`config.mk`:
```
export PLATFORM = sky130hd
export DESIGN_NAME = alu_writeback_stage
export DESIGN_NICKNAME = d
export VERILOG_FILES = /design/src/rtl/alu_writeback_stage.sv
export SDC_FILE = /design/constraint.sdc
export NUM_CORES = 1
export LEC_CHECK = 0
export ABC_AREA = 1
export ABC_CLOCK_PERIOD_IN_PS = 2200
export BUFFER_PORTS_ARGS = -buffer_cell sky130_fd_sc_hd__buf_2
export CAP_MARGIN = 20
export CELL_PAD_IN_SITES_DETAIL_PLACEMENT = 0
export CELL_PAD_IN_SITES_GLOBAL_PLACEMENT = 1
export CORE_MARGIN = 8
export CORE_UTILIZATION = 37
export CTS_CLUSTER_SIZE = 24
export DETAILED_ROUTE_END_ITERATION = 12
export PLACE_DENSITY = 0.79
export SETUP_SLACK_MARGIN = 0.4
export SLEW_MARGIN = 40
export SYNTH_ARGS = -nofsm -noshare
export SYNTH_HDL_FRONTEND = slang
export SYNTH_SLANG_ARGS = --single-unit
```
`constraint.sdc`:
```
create_clock -name clk -period 2.2 [get_ports clk]
set_input_delay 0 -clock clk [delete_from_list [all_inputs] [get_ports clk]]
set_output_delay 0 -clock clk [all_outputs]
set_load 0.02 [all_outputs]
```
`src/rtl/alu_writeback_stage.sv`:
```
// rtl/alu_writeback_stage.sv - two-entry in-order retirement buffer behind the 16-bit ALU
// Retires each entry as a register write, a CPSR update, or a sticky divide trap.
module alu_writeback_stage #(
  parameter int WIDTH = 16,
  parameter int AW    = 4
) (
  input  logic             clk,
  input  logic             rst_n,
  input  logic             in_valid,
  output logic             in_ready,
  input  logic [4:0]       in_opcode,
  input  logic [AW-1:0]    in_dest,
  input  logic [WIDTH-1:0] in_r,
  input  logic [3:0]       in_flags,
  input  logic             in_div_inv,
  output logic             wr_en,
  input  logic             wr_ready,
  output logic [AW-1:0]    wr_addr,
  output logic [WIDTH-1:0] wr_data,
  output logic [3:0]       cpsr,
  output logic             div_trap,
  input  logic             trap_clr,
  output logic             illegal_op,
  output logic [15:0]      op_count
);

  typedef enum logic [1:0] {CLS_WRITE, CLS_COMPARE, CLS_ILLEGAL, CLS_DIVFAULT} cls_e;
  typedef enum logic {ST_RUN, ST_TRAP} state_e;

  cls_e             cls_q   [2];
  logic [AW-1:0]    dest_q  [2];
  logic [WIDTH-1:0] data_q  [2];
  logic [3:0]       flags_q [2];

  logic       rd_ptr_q, wr_ptr_q;
  logic [1:0] count_q, count_d;
  state_e     state_q;
  logic [3:0] cpsr_q;
  logic       div_trap_q;
  logic       illegal_q;
  logic [15:0] op_count_q;

  cls_e in_cls;
  cls_e head_cls;
  logic push, retire, has_head, running, updates_cpsr;

  // Class is decoded once at accept so retirement only looks at two stored bits.
  always_comb begin
    in_cls = CLS_WRITE;
    case (in_opcode)
      5'b00101, 5'b10101, 5'b11110:           in_cls = CLS_COMPARE;
      5'b10100, 5'b10111, 5'b11101, 5'b11111: in_cls = CLS_ILLEGAL;
      5'b01101: if (in_div_inv)               in_cls = CLS_DIVFAULT;
      default: ;
    endcase
  end

  assign head_cls     = cls_q[rd_ptr_q];
  assign has_head     = (count_q != 2'd0);
  assign running      = (state_q == ST_RUN);
  assign in_ready     = (count_q != 2'd2);
  assign push         = in_valid && in_ready;
  assign retire       = running && has_head && ((head_cls != CLS_WRITE) || wr_ready);
  assign updates_cpsr = (head_cls == CLS_WRITE) || (head_cls == CLS_COMPARE);

  assign wr_en      = running && has_head && (head_cls == CLS_WRITE);
  assign wr_addr    = dest_q[rd_ptr_q];
  assign wr_data    = data_q[rd_ptr_q];
  assign cpsr       = cpsr_q;
  assign div_trap   = div_trap_q;
  assign illegal_op = illegal_q;
  assign op_count   = op_count_q;

  always_comb begin
    count_d = count_q;
    case ({push, retire})
      2'b10:   count_d = count_q + 2'd1;
      2'b01:   count_d = count_q - 2'd1;
      default: count_d = count_q;
    endcase
  end

  always_ff @(posedge clk) begin
    if (push) begin
      cls_q[wr_ptr_q]   <= in_cls;
      dest_q[wr_ptr_q]  <= in_dest;
      data_q[wr_ptr_q]  <= in_r;
      flags_q[wr_ptr_q] <= in_flags;
    end
  end

  always_ff @(posedge clk or negedge rst_n) begin
    if (!rst_n) begin
      count_q  <= 2'd0;
      rd_ptr_q <= 1'b0;
      wr_ptr_q <= 1'b0;
    end else begin
      count_q <= count_d;
      if (push)   wr_ptr_q <= ~wr_ptr_q;
      if (retire) rd_ptr_q <= ~rd_ptr_q;
    end
  end

  // trap_clr is only honoured in TRAP, so a clear coinciding with a fault retire is ignored.
  always_ff @(posedge clk or negedge rst_n) begin
    if (!rst_n) begin
      state_q    <= ST_RUN;
      div_trap_q <= 1'b0;
      illegal_q  <= 1'b0;
      cpsr_q     <= 4'b0000;
      op_count_q <= 16'h0000;
    end else begin
      illegal_q <= retire && (head_cls == CLS_ILLEGAL);
      case (state_q)
        ST_RUN: begin
          if (retire && (head_cls == CLS_DIVFAULT)) begin
            state_q    <= ST_TRAP;
            div_trap_q <= 1'b1;
          end
        end
        ST_TRAP: begin
          if (trap_clr) begin
            state_q    <= ST_RUN;
            div_trap_q <= 1'b0;
          end
        end
        default: state_q <= ST_RUN;
      endcase
      if (retire && updates_cpsr) begin
        cpsr_q     <= flags_q[rd_ptr_q];
        op_count_q <= op_count_q + 16'd1;
      end
    end
  end

endmodule

```
## Word-level counts from Yosys, hierarchy flattened

Memories as Yosys holds them, arrays and structs flattened. A register that Yosys moved wholly into a read port is not among the register bits.
Index checks and enable logic that the tools add are counted.

| storage, ports and cells | value |
|---|---|
| bits in writable memories | 52 |
| input port bits | 35 |
| latch bits | 0 |
| output and inout port bits | 44 |
| memories | 4 |
| memory bits (read-only) | 0 |
| register bits after elaboration | 23 |

Memories:

| memory | words | bits a word | read ports | clocked after memory_dff | write ports | RTL line | text |
|---|---|---|---|---|---|---|---|
| data_q | 2 | 16 | 1 | 0 | 1 | 32 | `logic [WIDTH-1:0] data_q [2];` |
| dest_q | 2 | 4 | 1 | 0 | 1 | 31 | `logic [AW-1:0] dest_q [2];` |
| flags_q | 2 | 4 | 1 | 1 | 1 | 33 | `logic [3:0] flags_q [2];` |
| cls_q | 2 | 2 | 1 | 0 | 1 | 30 | `cls_e cls_q [2];` |

| operators by class | value |
|---|---|
| muxes and demuxes | 11 |
| magnitude comparators | 0 |
| shifts and indexed selects | 0 |
| $mul | 0 |
| bitwise gates (word level) | 3 |
| equal/unequal tests | 16 |
| div/mod/pow operators | 0 |
| reduce and logical (&&, ||, !) cells | 17 |
| add/sub/neg operators | 3 |

Operators by type and width:

| kind | number |
|---|---|
| 5-bit equality test (second input constant) | 6 |
| 16-bit by 1-bit adder with 16-bit output (second input constant) | 1 |
| 1-bit logical AND | 7 |
| 2-bit equality test (second input constant) | 3 |
| 1-bit 2-to-1 mux | 6 |
| 2-bit one-hot mux with 3 select lines | 1 |
| 2-bit nonzero test | 3 |
| 5-bit by 3-bit equality test with 1-bit output (second input constant) | 1 |
| 5-bit by 4-bit equality test with 1-bit output (second input constant) | 1 |
| 2-bit by 1-bit equality test with 1-bit output (second input constant) | 2 |
| 2-bit != test (second input constant) | 2 |
| 1-bit one-hot mux with 2 select lines | 2 |
| 2-bit one-hot mux with 2 select lines | 1 |
| 4-bit OR reduction | 1 |
| 1-bit inverter | 3 |
| 3-bit OR reduction | 1 |
| 2-bit by 1-bit adder with 2-bit output (second input constant) | 1 |
| 2-bit zero test | 1 |
| 1-bit logical OR | 2 |
| 2-bit 2-to-1 mux | 1 |
| 2-bit by 1-bit != test with 1-bit output (second input constant) | 1 |
| 2-bit AND reduction | 1 |
| 2-bit by 1-bit subtractor with 2-bit output (second input constant) | 1 |
| 1-bit zero test | 1 |

## Depth between registers and ports, before layout

Gate-level depths: netlist (run 1).
An unclocked memory read counts as a cell.

| depth | value |
|---|---|
| word-level depth | 7 |
| mapped depth | 11 |

## Worst setup path after synthesis (run 1)

No wires, ideal clock.

| path | value |
|---|---|
| path type | register to register |
| start point | register count_q[0] |
| end point | memory cls_q[1][0] (netlist name), enable pin |
| cell stages (with the launch flop) | 5 |
| slack | -0.121 ns |
| setup time | 0.410 ns |
| data required time | 1.790 ns |
| arrival | 1.911 ns |
| period minus slack after synthesis | 2.321 ns |
| cell sequence | dfrtp_1 inv_1 nand2_1 nand2_1 nor2_1 |

| between the ends | value |
|---|---|
| cells in the longest elaborated chain, start to end | 4 |

Ends and longest elaborated chain:

| what | RTL line | text |
|---|---|---|
| start: declaration | 36 | `logic [1:0] count_q, count_d;` |
| start signal: assignment | 98 | `count_q <= count_d;` |
| 2-bit != test | 61 | `assign in_ready = (count_q != 2'd2);` |
| named net in_ready | 10 | `output logic in_ready,` |
| 1-bit logical AND | 62 | `assign push = in_valid && in_ready;` |
| 1-bit 2-to-1 mux | 84 | `if (push) begin` |
| 1-bit 2-to-1 mux (not written as such) | 85 | `cls_q[wr_ptr_q] <= in_cls;` |
| end: declaration | 30 |  |

The timed path passes the listed nets, and every way through them passes these cells.

## Worst setup path after layout (run 1)

| path | value |
|---|---|
| start point | register rd_ptr_q |
| end point | register count_q[1] |

| between the ends | value |
|---|---|
| cells in the longest elaborated chain, start to end | 6 |

Ends and longest elaborated chain:

| what | RTL line | text |
|---|---|---|
| start: declaration | 35 | `logic rd_ptr_q, wr_ptr_q;` |
| start signal: assignment | 100 | `if (retire) rd_ptr_q <= ~rd_ptr_q;` |
| memory 2 x 2 bit (*) | -- |  |
| 2-bit nonzero test (*) | 63 | `assign retire = running && has_head && ((head_cls != CLS_WRITE) \|\| wr_ready);` |
| 1-bit logical OR (*) | 63 |  |
| 1-bit logical AND (*) | 63 |  |
| named net retire | 45 | `logic push, retire, has_head, running, updates_cpsr;` |
| 2-bit by 1-bit equality test with 1-bit output or 2-bit equality test (tied branches) | 76 | `case ({push, retire})` |
| 2-bit one-hot mux with 2 select lines or 2-bit nonzero test (tied branches) | -- |  |

Mark *: on every way through the listed nets, which the timed path passes. The rest lies on a longest branch.
A chain may end at the register's enable or synchronous reset.

==> results of run 1 <==
kinds of logic after synthesis:
family	count (synthesis)
XOR/XNOR	10
multiplexers	4
flip-flops	79
AND/OR/NAND/NOR	185
adder cells (fa/ha/maj)	2
AO/OA/AOI/OAI	19
buffers and inverters	35
critical path, cell delays in order, from the launching register on:
cell and delay, ns:
dfrtp_2 0.46, o21ai_4 0.23, nand3_4 0.12, nand2_2 0.09, inv_1 0.07, ha_4 0.22, a21oi_1 0.11, o21ai_0 0.11
xor2_1 0.15
per-layer routing:
| metal | GRT usage [%] | up-vias | wire length (um) |
|---|---|---|---|
| li1 | - | 1312 | - |
| met1 | 13.8 | 1177 | 3190 |
| met2 | 20.8 | 78 | 3580 |
| met3 | 5.52 | 7 | 588 |
| met4 | 4.01 | 0 | 70 |
| met5 | 0 | - | 0 |
registers in the layout, indices dropped and copies added, names as in the netlist:
| register | flops |
|---|---|
| div_trap | 1 |
| state_q | 1 |
| data_q | 32 |
| illegal_op | 1 |
| cpsr | 4 |
| wr_ptr_q | 1 |
| dest_q | 8 |
| cls_q | 4 |
| count_q | 2 |
| flags_q | 8 |
| rd_ptr_q | 1 |
| op_count | 16 |
stage by stage:
step	power (mW)	worst slack (ns)
after floorplan	3.54	0.294
final	5.22	0.541
after CTS	5.21	0.422
after global placement	4.11	0.440
after detailed placement	4.14	0.389
after global routing	5.58	0.392
cell usage in the layout, fill, tap and decap left out, drive strengths merged:
cell type,n
a21oi,3
nand4,4
buf,84
clkinv,3
dfrtp,27
nor3,1
o311ai,1
dlygate4sd3,28
ha,2
inv,31
nand2,147
o21ai,14
nor2,20
clkbuf,9
nand3,12
and3,1
a22oi,1
xor2,2
mux2i,4
xnor2,8
edfxtp,52
synth_stat cells (2+ instances only):
master	count
a21oi_1	2
buf_6	3
clkbuf_1	4
dfrtp_1	27
edfxtp_1	52
ha_1	2
inv_1	25
inv_2	2
mux2i_1	4
nand2_1	147
nand3_1	10
nand4_1	4
nor2_1	20
o21ai_0	6
o21ai_1	7
xnor2_1	8
xor2_1	2
what timing repair did:
item,4_1_cts,5_1_grt
resized for setup,1,5
endpoints found under the hold margin,80,0
buffers inserted,0,2
pin swaps,1,2
endpoints found under the setup margin,1,1
hold buffers,28,0
final timing paths:
| kind | start | to | slack (ns) | cells past startpoint |
|---|---|---|---|---|
| min reg2reg | cpsr[1]$_DFFE_PN0P_ | cpsr[1]$_DFFE_PN0P_ | 0.50 | 2 |
| max in group asynchronous | rst_n | rd_ptr_q$_DFFE_PN0P_ | 1.56 | 2 |
| max | rd_ptr_q$_DFFE_PN0P_ | count_q[1]$_DFFE_PN0P_ | 0.54 | 8 |
| max reg2reg | rd_ptr_q$_DFFE_PN0P_ | count_q[1]$_DFFE_PN0P_ | 0.54 | 8 |
| min in group asynchronous | rst_n | op_count[3]$_DFFE_PN0P_ | 0.20 | 2 |
| min | in_div_inv | cls_q[0][1]$_DFFE_PP_ | 0.03 | 3 |
area by class of cell:
cell class	instances	area share [%]
clock buffers	9	2.80
clock inverters	7	1.44
inverters	27	2.32
multi-input cells	220	23.5
flip-flops and latches	79	50.6
well taps	111	3.14
repair buffers	112	16.2
power groups by stage:
stage	Sequential (mW)	Combinational (mW)	Clock [mW]
finish	2.15	2.04	1.03
global route	2.19	2.28	1.11
CTS	2.15	2.00	1.06
detailed placement	2.18	1.96	0
global placement	2.17	1.94	0
floorplan	2.24	1.30	0
==> impl_metrics.tcl, run 1 <==
set metrics [dict create \
    ys_seq_elements 79 \
    leakage_nw 2.04 \
    final_hold_vio_count 0 \
    power.density_cell_area_mw_per_mm2 1180 \
    power_frac_seq_pct 41.2 \
    via_count 2574 \
    nets 486 \
    achievable-frequency_mhz 603 \
    hpwlAfterDp_mm 4.95 \
    syn-num-nets 371 \
    synth_adder_area_share_pct 0.735 \
    initial_core_utilization_pct 37.6 \
    filler_cells_inserted 869 \
    drive_gt1_share_pct 24.4 \
    largest_driver_fanout_on_the_critical_path 5 \
    mappedNetlistArea_mm2 0.00340 \
    drt_first_pass_iters 4 \
    rows 35 \
    clock-skew-final_ns 0.0137 \
    internal-power_mw 3.10 \
    peakVddDrop_mv 0.546 \
    chipWidth_um 112 \
    critical_path_arrival_ns 1.89 \
    route.detailed.drc 0 \
    fp.coreArea_mm2 0.00906 \
    postSynthCellCount 334 \
    power.switching_mw 2.12 \
    clkLatencyLatePin_ns 0.35 \
    timing.final.crit_share_pct 75.4 \
    number_of_flops_mapped_to_enable_cells_by_yosys 52 \
    synth_top_family_by_area "simple AND/OR/NAND/NOR gates" \
    worst-slew-pin-transition_ns 0.619 \
    yosys-top-cells-area "edfxtp_1, dfrtp_1, nand2_1" \
    comb_power_share_pct 39.1 \
    ant_nets 0 \
    clock_power_share_pct 19.7 \
    timing.setup.critical_path_class "reg -> reg" \
    grt_pass1_wl_mm 12.5 \
    cts-root-to-sink-buffers 2 \
    yosysTopAreaCellShare_pct 45.9 \
    multiplexer_share_of_the_synthesized_area_pct 1.18 \
    placed_area_mm2 0.00391 \
    synth_top_area_cell "edfxtp_1" \
    setup_repair_after_global_routing_missed_its_margin "yes" \
    final.hold.worst_slack_ns 0.0301 \
    seq_area_mm2 0.00224 \
    p_sw_share_pct 40.6 \
    synth_compound_area_share_pct 3.42 \
    final_core_util_pct 48.8 \
    setup.worst_path.start_class "flop" \
    clock_tree.root_cell "clkbuf_8" \
    place.port_buffers 78 \
    placed_cells_incl_taps 519 \
    stdcell_count 565 \
    cts_tree "done" \
    number_of_max_capacitance_violations_reported 0 \
    area_growth_pct 29.9 \
    clk_pin_slew_ns 0.09 \
    grt_util_all_layers_pct 12.4 \
    chipHeight_um 112 \
    post_dr_wirelength_cell_um 13.1 \
    largest_net_degree_at_the_start_of_global_routing 29 \
    design.portCount 79 \
    yosys_warnings 0 \
    worst_hold_path_type "in -> reg" \
    postSynth.asyncResetShare_pct 34.2 \
    result_of_the_run "completed" \
    fp.dieArea_mm2 0.0125 \
    synth-simple-area-share_pct 21.8 \
    vias_per_cell 4.56 \
    yosys.area_share.xor_xnor_pct 2.57 \
    yosys.cell_types.count 26 \
    worstSetupEndpointType "flop" \
    fin_tns_setup_ns 0 \
    globalRoute.totalOverflow 0 \
    final_cell_area_mm2 0.00442 \
    cp_data_required_time_ns 2.43 \
    ys_dominant_reg_cell "edfxtp_1" \
    timing.final.max_slew_violations 0 \
    cts_buffers 9 \
    grt_pass1_vias 2666 \
    synth.yosys.seq_area_share_pct 65.7 \
    dr.first_iter.drc_count 84 \
    period_minus_slack_ns 1.66 \
    final-setup-viol-count 0 \
    slew_headroom_pct 58.7 \
    multi_input_area_mm2 0.00104 \
    detail_route.wirelength_mm 7.42 \
    cts_max_level 3 \
    cts_sinks 79 \
    antenna-diode-count 0 \
    synth.avg_cell_area_um2 10.2 \
    antenna_found_initial 0 \
    place_congestion 0.708 \
]
Power figures use the tool's default switching activity.
==> run 2: changes to the inputs <==
--- a/config.mk
+++ b/config.mk
@@ -6,16 +6,16 @@
 export NUM_CORES = 1
 export LEC_CHECK = 0
 export ABC_AREA = 1
-export ABC_CLOCK_PERIOD_IN_PS = 2200
+export ABC_CLOCK_PERIOD_IN_PS = 1700
 export BUFFER_PORTS_ARGS = -buffer_cell sky130_fd_sc_hd__buf_2
 export CAP_MARGIN = 20
 export CELL_PAD_IN_SITES_DETAIL_PLACEMENT = 0
 export CELL_PAD_IN_SITES_GLOBAL_PLACEMENT = 1
 export CORE_MARGIN = 8
-export CORE_UTILIZATION = 37
+export CORE_UTILIZATION = 41
 export CTS_CLUSTER_SIZE = 24
 export DETAILED_ROUTE_END_ITERATION = 12
-export PLACE_DENSITY = 0.79
+export PLACE_DENSITY = 0.82
 export SETUP_SLACK_MARGIN = 0.4
 export SLEW_MARGIN = 40
 export SYNTH_ARGS = -nofsm -noshare
==> constraint.sdc (replaced) <==
create_clock -name clk -period 1.7 [get_ports clk]
set_input_delay 0 -clock clk [delete_from_list [all_inputs] [get_ports clk]]
set_output_delay 0 -clock clk [all_outputs]
set_load 0.02 [all_outputs]
==> impl_metrics.tcl, run 2 (synthesis gave the netlist of run 1 again) <==
set metrics [dict create \
    result_of_the_run "completed" \
    rows 33 \
    leakage_nw 2.26 \
    place_congestion 0.769 \
    setup_repair_after_global_routing_missed_its_margin "yes" \
    hold-path-cell-count 3 \
    placed_area_mm2 0.00403 \
    largest_net_degree_at_the_start_of_global_routing 28 \
    ant_nets 0 \
    cp_data_required_time_ns 1.92 \
    timing.rr.start "rd_ptr_q$_DFFE_PN0P_" \
    chipWidth_um 107 \
    route.detailed.drc 0 \
    slew_headroom_pct 57.2 \
    worst_hold_path_type "in -> reg" \
    grt_util_all_layers_pct 14.2 \
    most-common-layout-cells "nand2_1, buf_2, edfxtp_1" \
    clock-skew-final_ns 0.0122 \
    fin_tns_setup_ns 0 \
    design.portCount 79 \
    cts_max_level 3 \
    fp.dieArea_mm2 0.0115 \
    antenna-diode-count 0 \
    clkLatencyLatePin_ns 0.34 \
    globalRoute.totalOverflow 0 \
    worstSetupEndpointType "flop" \
    hpwlAfterDp_mm 4.93 \
    power.density_cell_area_mw_per_mm2 1650 \
    nets 512 \
    critical_path_arrival_ns 1.74 \
    largest_reg_flops 32 \
    timing.final.crit_share_pct 89.0 \
    clock_tree.root_cell "clkbuf_8" \
    number_of_max_capacitance_violations_reported 0 \
    chipHeight_um 107 \
    cts_buffers 9 \
    worstHoldEndpoint "cls_q[1][1]$_DFFE_PP_" \
    peakVddDrop_mv 0.812 \
    worst-r2r-setup-slack_ns 0.19 \
    dr.first_iter.drc_count 105 \
    clk_pin_slew_ns 0.08 \
    final_hold_vio_count 0 \
    post_dr_wirelength_cell_um 13.9 \
    period_minus_slack_ns 1.51 \
    worst-slew-pin-transition_ns 0.641 \
    worst_r2r_endpoint "count_q[1]$_DFFE_PN0P_" \
    final-setup-viol-count 0 \
    antenna_found_initial 0 \
    drt_first_pass_iters 4 \
    setup.worst_path.start_class "flop" \
    final_cell_area_mm2 0.00498 \
    layout.cells.most_common "nand2_1" \
    max_flop_register "data_q" \
    detail_route.wirelength_mm 8.16 \
    timing.setup.critical_path_class "reg -> reg" \
    grt_pass1_vias 2646 \
    vias_per_cell 4.66 \
    worst_r2r_path_depth 10 \
    achievable-frequency_mhz 661 \
    cts-root-to-sink-buffers 2 \
    largest_driver_fanout_on_the_critical_path 6 \
    worst_hold_startpoint "in_div_inv" \
    drive_gt1_share_pct 32.5 \
    cts_tree "done" \
    via_count 2729 \
    initial_core_utilization_pct 41.9 \
    cts_sinks 79 \
    fp.coreArea_mm2 0.00813 \
    area_growth_pct 46.2 \
    grt_pass1_wl_mm 12.9 \
    timing.final.max_slew_violations 0 \
    place.port_buffers 78 \
]
==> run 2: layer usage <==
| metal | up-vias | global-route usage, % | part of all wire [%] | wire [um] |
|---|---|---|---|---|
| met5 | - | 0 | 0 | 0 |
| met4 | 0 | 5.03 | 1.3 | 110 |
| met3 | 12 | 4.26 | 5.5 | 450 |
| met2 | 58 | 23.4 | 50 | 4100 |
| met1 | 1282 | 17.3 | 43 | 3500 |
| li1 | 1377 | - | - | - |
==> run 2: per-stage QoR <==
step | hold WS, ns | util (%) | worst slack, ns | power [mW] | instances
after global routing | 0.0782 | 61.2 | 0.100 | 8.71 | 585
final | 0.0652 | 61.2 | 0.186 | 8.20 | 585
after floorplan | -0.296 | - | 0.111 | 4.73 | 334
after detailed placement | 0.0637 | 49.6 | 0.0791 | 5.65 | 518
after global placement | 0.0599 | 49.6 | 0.148 | 5.59 | 518
after CTS | 0.00712 | 59.0 | 0.172 | 7.91 | 577
==> run 2: timing repair <==
| action | CTS | global route |
|---|---|---|
| buffers inserted | 10 | 3 |
| pin swaps | 2 | 5 |
| endpoints found under the hold margin | 80 | 0 |
| cloned | 5 | 5 |
| hold buffers | 28 | 0 |
| setup endpoints to repair | 87 | 96 |
| gates resized for setup | 22 | 9 |
==> run 2: worst max-delay path by stage <==
stage                         start                      to  cells after the start
5_1_grt        rd_ptr_q$_DFFE_PN0P_  count_q[1]$_DFFE_PN0P_                     10
3_3_place_gp   rd_ptr_q$_DFFE_PN0P_  count_q[1]$_DFFE_PN0P_                      9
4_1_cts        rd_ptr_q$_DFFE_PN0P_  count_q[1]$_DFFE_PN0P_                     10
6_report       rd_ptr_q$_DFFE_PN0P_  count_q[1]$_DFFE_PN0P_                     10
3_5_place_dp   rd_ptr_q$_DFFE_PN0P_  count_q[1]$_DFFE_PN0P_                      9
2_1_floorplan  rd_ptr_q$_DFFE_PN0P_  count_q[1]$_DFFE_PN0P_                      9
==> run 2: worst max-delay path: stages (launching register included) <==
cell and delay [ns]:
dfrtp_2 0.47, inv_2 0.08, nand2_2 0.06, nand2_4 0.07
nand3_4 0.07, nand2_2 0.09, inv_2 0.05, ha_4 0.21
a21oi_2 0.11, o21ai_2 0.07, xor2_1 0.14
==> run 2: area by class of cell <==
type | instances | area (um^2)
clock inverters | 6 | 68.8
inverters | 27 | 106
fillers | 666 | 3160
flip-flops and latches | 79 | 2250
well taps | 105 | 131
clock buffers | 10 | 128
multi-input cells | 220 | 1120
repair buffers | 138 | 1180
==> run 2: report_power, final <==
| part | internal [mW] | switching, mW | leakage (nW) |
|---|---|---|---|
| combinational | 1.87 | 2.15 | 1.34 |
| clock | 0.687 | 0.695 | 0.0968 |
| sequential | 2.57 | 0.225 | 0.827 |
==> run 3: changes to the inputs <==
--- a/config.mk
+++ b/config.mk
@@ -6,7 +6,7 @@
 export NUM_CORES = 1
 export LEC_CHECK = 0
 export ABC_AREA = 1
-export ABC_CLOCK_PERIOD_IN_PS = 1700
+export ABC_CLOCK_PERIOD_IN_PS = 1500
 export BUFFER_PORTS_ARGS = -buffer_cell sky130_fd_sc_hd__buf_2
 export CAP_MARGIN = 20
 export CELL_PAD_IN_SITES_DETAIL_PLACEMENT = 0
@@ -15,8 +15,9 @@
 export CORE_UTILIZATION = 41
 export CTS_CLUSTER_SIZE = 24
 export DETAILED_ROUTE_END_ITERATION = 12
-export PLACE_DENSITY = 0.82
+export PLACE_DENSITY_LB_ADDON = 0.1
 export SETUP_SLACK_MARGIN = 0.4
+export SKIP_LAST_GASP = 1
 export SLEW_MARGIN = 40
 export SYNTH_ARGS = -nofsm -noshare
 export SYNTH_HDL_FRONTEND = slang
==> constraint.sdc (replaced) <==
create_clock -name clk -period 1.5 [get_ports clk]
set_input_delay 0 -clock clk [delete_from_list [all_inputs] [get_ports clk]]
set_output_delay 0 -clock clk [all_outputs]
set_load 0.02 [all_outputs]
==> impl_metrics.tcl, run 3 (synthesis gave the netlist of run 1 again) <==
set metrics [dict create \
    result_of_the_run "completed" \
    globalRoute.totalOverflow 0 \
    drt_first_pass_iters 5 \
    slew_headroom_pct 57.7 \
    timing.setup.critical_path_class "reg -> reg" \
    nets 514 \
    ant_nets 0 \
    final_core_util_pct 59.7 \
    design.portCount 79 \
    timing.final.crit_share_pct 98.9 \
    vias_per_cell 4.59 \
    clock_tree.root_cell "clkbuf_8" \
    post_dr_wirelength_cell_um 12.9 \
    highest-signal-layer "met4" \
    cts_tree "done" \
    cts-root-to-sink-buffers 2 \
    antenna_found_initial 0 \
    timing.final.max_slew_violations 0 \
    fp.coreArea_mm2 0.00813 \
    filler_cells_inserted 688 \
    layout.cells.most_common "nand2_1" \
    setup.worst_path.start_class "flop" \
    drive_gt1_share_pct 33.6 \
    hpwlAfterDp_mm 5.03 \
    dr_wl_met3_um 374 \
    critical_path_arrival_ns 1.71 \
    worst-r2r-setup-slack_ns 0.02 \
    antenna-diode-count 0 \
    chipWidth_um 107 \
    critical_path.cell_chain "inv_2, nand2_2, nand2_2, nand3_2, nand2_2, inv_2, ha_4, a21oi_2, o21ai_1, xor2_1" \
    final-setup-viol-count 0 \
    worst_hold_startpoint "in_div_inv" \
    route.detailed.drc 0 \
    worst-slew-pin-transition_ns 0.635 \
    cts_max_level 3 \
    final_hold_vio_count 0 \
    cp_data_required_time_ns 1.73 \
    initial_core_utilization_pct 41.9 \
    routedLengthMet1_mm 3.35 \
    timing.critical_path.to "count_q[1]$_DFFE_PN0P_" \
    dr.first_iter.drc_count 91 \
    postLayoutSetupSlackWorst_ns 0.0160 \
    clock-skew-final_ns 0.0103 \
    slowest_stage "dfrtp_2" \
    setup_repair_after_global_routing_missed_its_margin "yes" \
    leakage_nw 2.21 \
    largest_net_degree_at_the_start_of_global_routing 28 \
    cts_sinks 79 \
    critical_path.most_common_cell "nand2_2" \
    number_of_max_capacitance_violations_reported 0 \
    cts_buffers 9 \
    timing.rr.start "rd_ptr_q$_DFFE_PN0P_" \
    route.met2.wl_mm 3.73 \
    place.port_buffers 78 \
    placed_area_mm2 0.00408 \
    critical_path.startpoint "rd_ptr_q$_DFFE_PN0P_" \
    power.density_cell_area_mw_per_mm2 1810 \
    clkLatencyLatePin_ns 0.35 \
    rows 33 \
    worstSetupEndpointType "flop" \
    area_growth_pct 42.7 \
    detail_route.wirelength_mm 7.56 \
    most-common-layout-cells "nand2_1, buf_2, edfxtp_1" \
    chipHeight_um 107 \
    achievable-frequency_mhz 674 \
    largest_driver_fanout_on_the_critical_path 6 \
    worst_r2r_endpoint "count_q[1]$_DFFE_PN0P_" \
    worst_hold_path_type "in -> reg" \
    place_congestion 0.730 \
    largest_reg_flops 32 \
    crit_path_max_incr_delay_ns 0.46 \
    period_minus_slack_ns 1.48 \
    peakVddDrop_mv 1.20 \
    fp.dieArea_mm2 0.0115 \
    pre_cts_slack_ns -0.0390 \
    final_cell_area_mm2 0.00486 \
    via_count 2695 \
    clk_pin_slew_ns 0.08 \
    max_flop_register "data_q" \
    grt_util_all_layers_pct 13.7 \
    worst_r2r_path_depth 10 \
    grt_pass1_wl_mm 12.4 \
    grt_pass1_vias 2715 \
]
[run 3: cell count changes in the layout (fill, tap and decap cells not counted), sizes merged]
cell and change:
clkbuf -2, buf +4
[run 3: layout make-up]
| type | count | area [um^2] | area share (%) |
|---|---|---|---|
| clock buffers | 10 | 128 | 2.63 |
| clock inverters | 6 | 68.8 | 1.42 |
| inverters | 27 | 106 | 2.19 |
| multi-input cells | 220 | 1100 | 22.6 |
| flip-flops and latches | 79 | 2250 | 46.3 |
| well taps | 105 | 131 | 2.70 |
| repair buffers | 140 | 1070 | 22.1 |
[run 3: routing by layer]
metal  vias to the layer above  track usage [%]
met1                      1249             15.9
met2                        60             23.5
met3                        11             3.24
li1                       1375                -
met5                         -                0
met4                         0             6.03
[run 3: through the flow]
stage	std cells	total power [mW]	setup TNS, ns	hold slack (ns)
6_report	587	8.79	0	0.0203
3_3_place_gp	524	6.52	0	0.0804
5_1_grt	587	9.37	-0.596	0.0277
3_5_place_dp	524	6.56	-0.0390	0.0737
2_1_floorplan	334	5.36	-0.711	-0.296
4_1_cts	581	8.68	0	0.00112
[run 3: worst min-delay path by stage]
stage / to / cells after the start / slack [ns]
floorplan: count_q[0]$_DFFE_PN0P_ / 0 / -0.30
CTS: cls_q[1][1]$_DFFE_PP_ / 3 / 0.001
global route: cls_q[0][1]$_DFFE_PP_ / 3 / 0.03
global placement: op_count[13]$_DFFE_PN0P_ / 1 / 0.08
detailed placement: op_count[13]$_DFFE_PN0P_ / 1 / 0.07
finish: cls_q[0][1]$_DFFE_PP_ / 3 / 0.02
[run 3: power by group]
group | switching (mW) | total [mW] | leakage (nW) | internal, mW
Combinational | 2.26 | 4.07 | 1.30 | 1.81
Sequential | 0.249 | 3.16 | 0.822 | 2.91
Clock | 0.785 | 1.56 | 0.0968 | 0.778
[run 3: worst max-delay path, delay by kind of cell, from the launching register on]
| kind | cells | cell delay, ns |
|---|---|---|
| compound gates | 2 | 0.17 |
| flops | 1 | 0.46 |
| fa+ha+maj | 1 | 0.21 |
| buf+inv | 2 | 0.12 |
| xor+xnor | 1 | 0.14 |
| simple gates | 4 | 0.27 |
[run 3: timing repair]
item                                   4_1_cts  5_1_grt
setup buffers                               10        5
setup endpoints to repair                  100      101
pin swaps                                    3        5
gates resized for setup                     19       13
hold buffers                                28        0
endpoints found under the hold margin       80        0
gates cloned                                 3        1
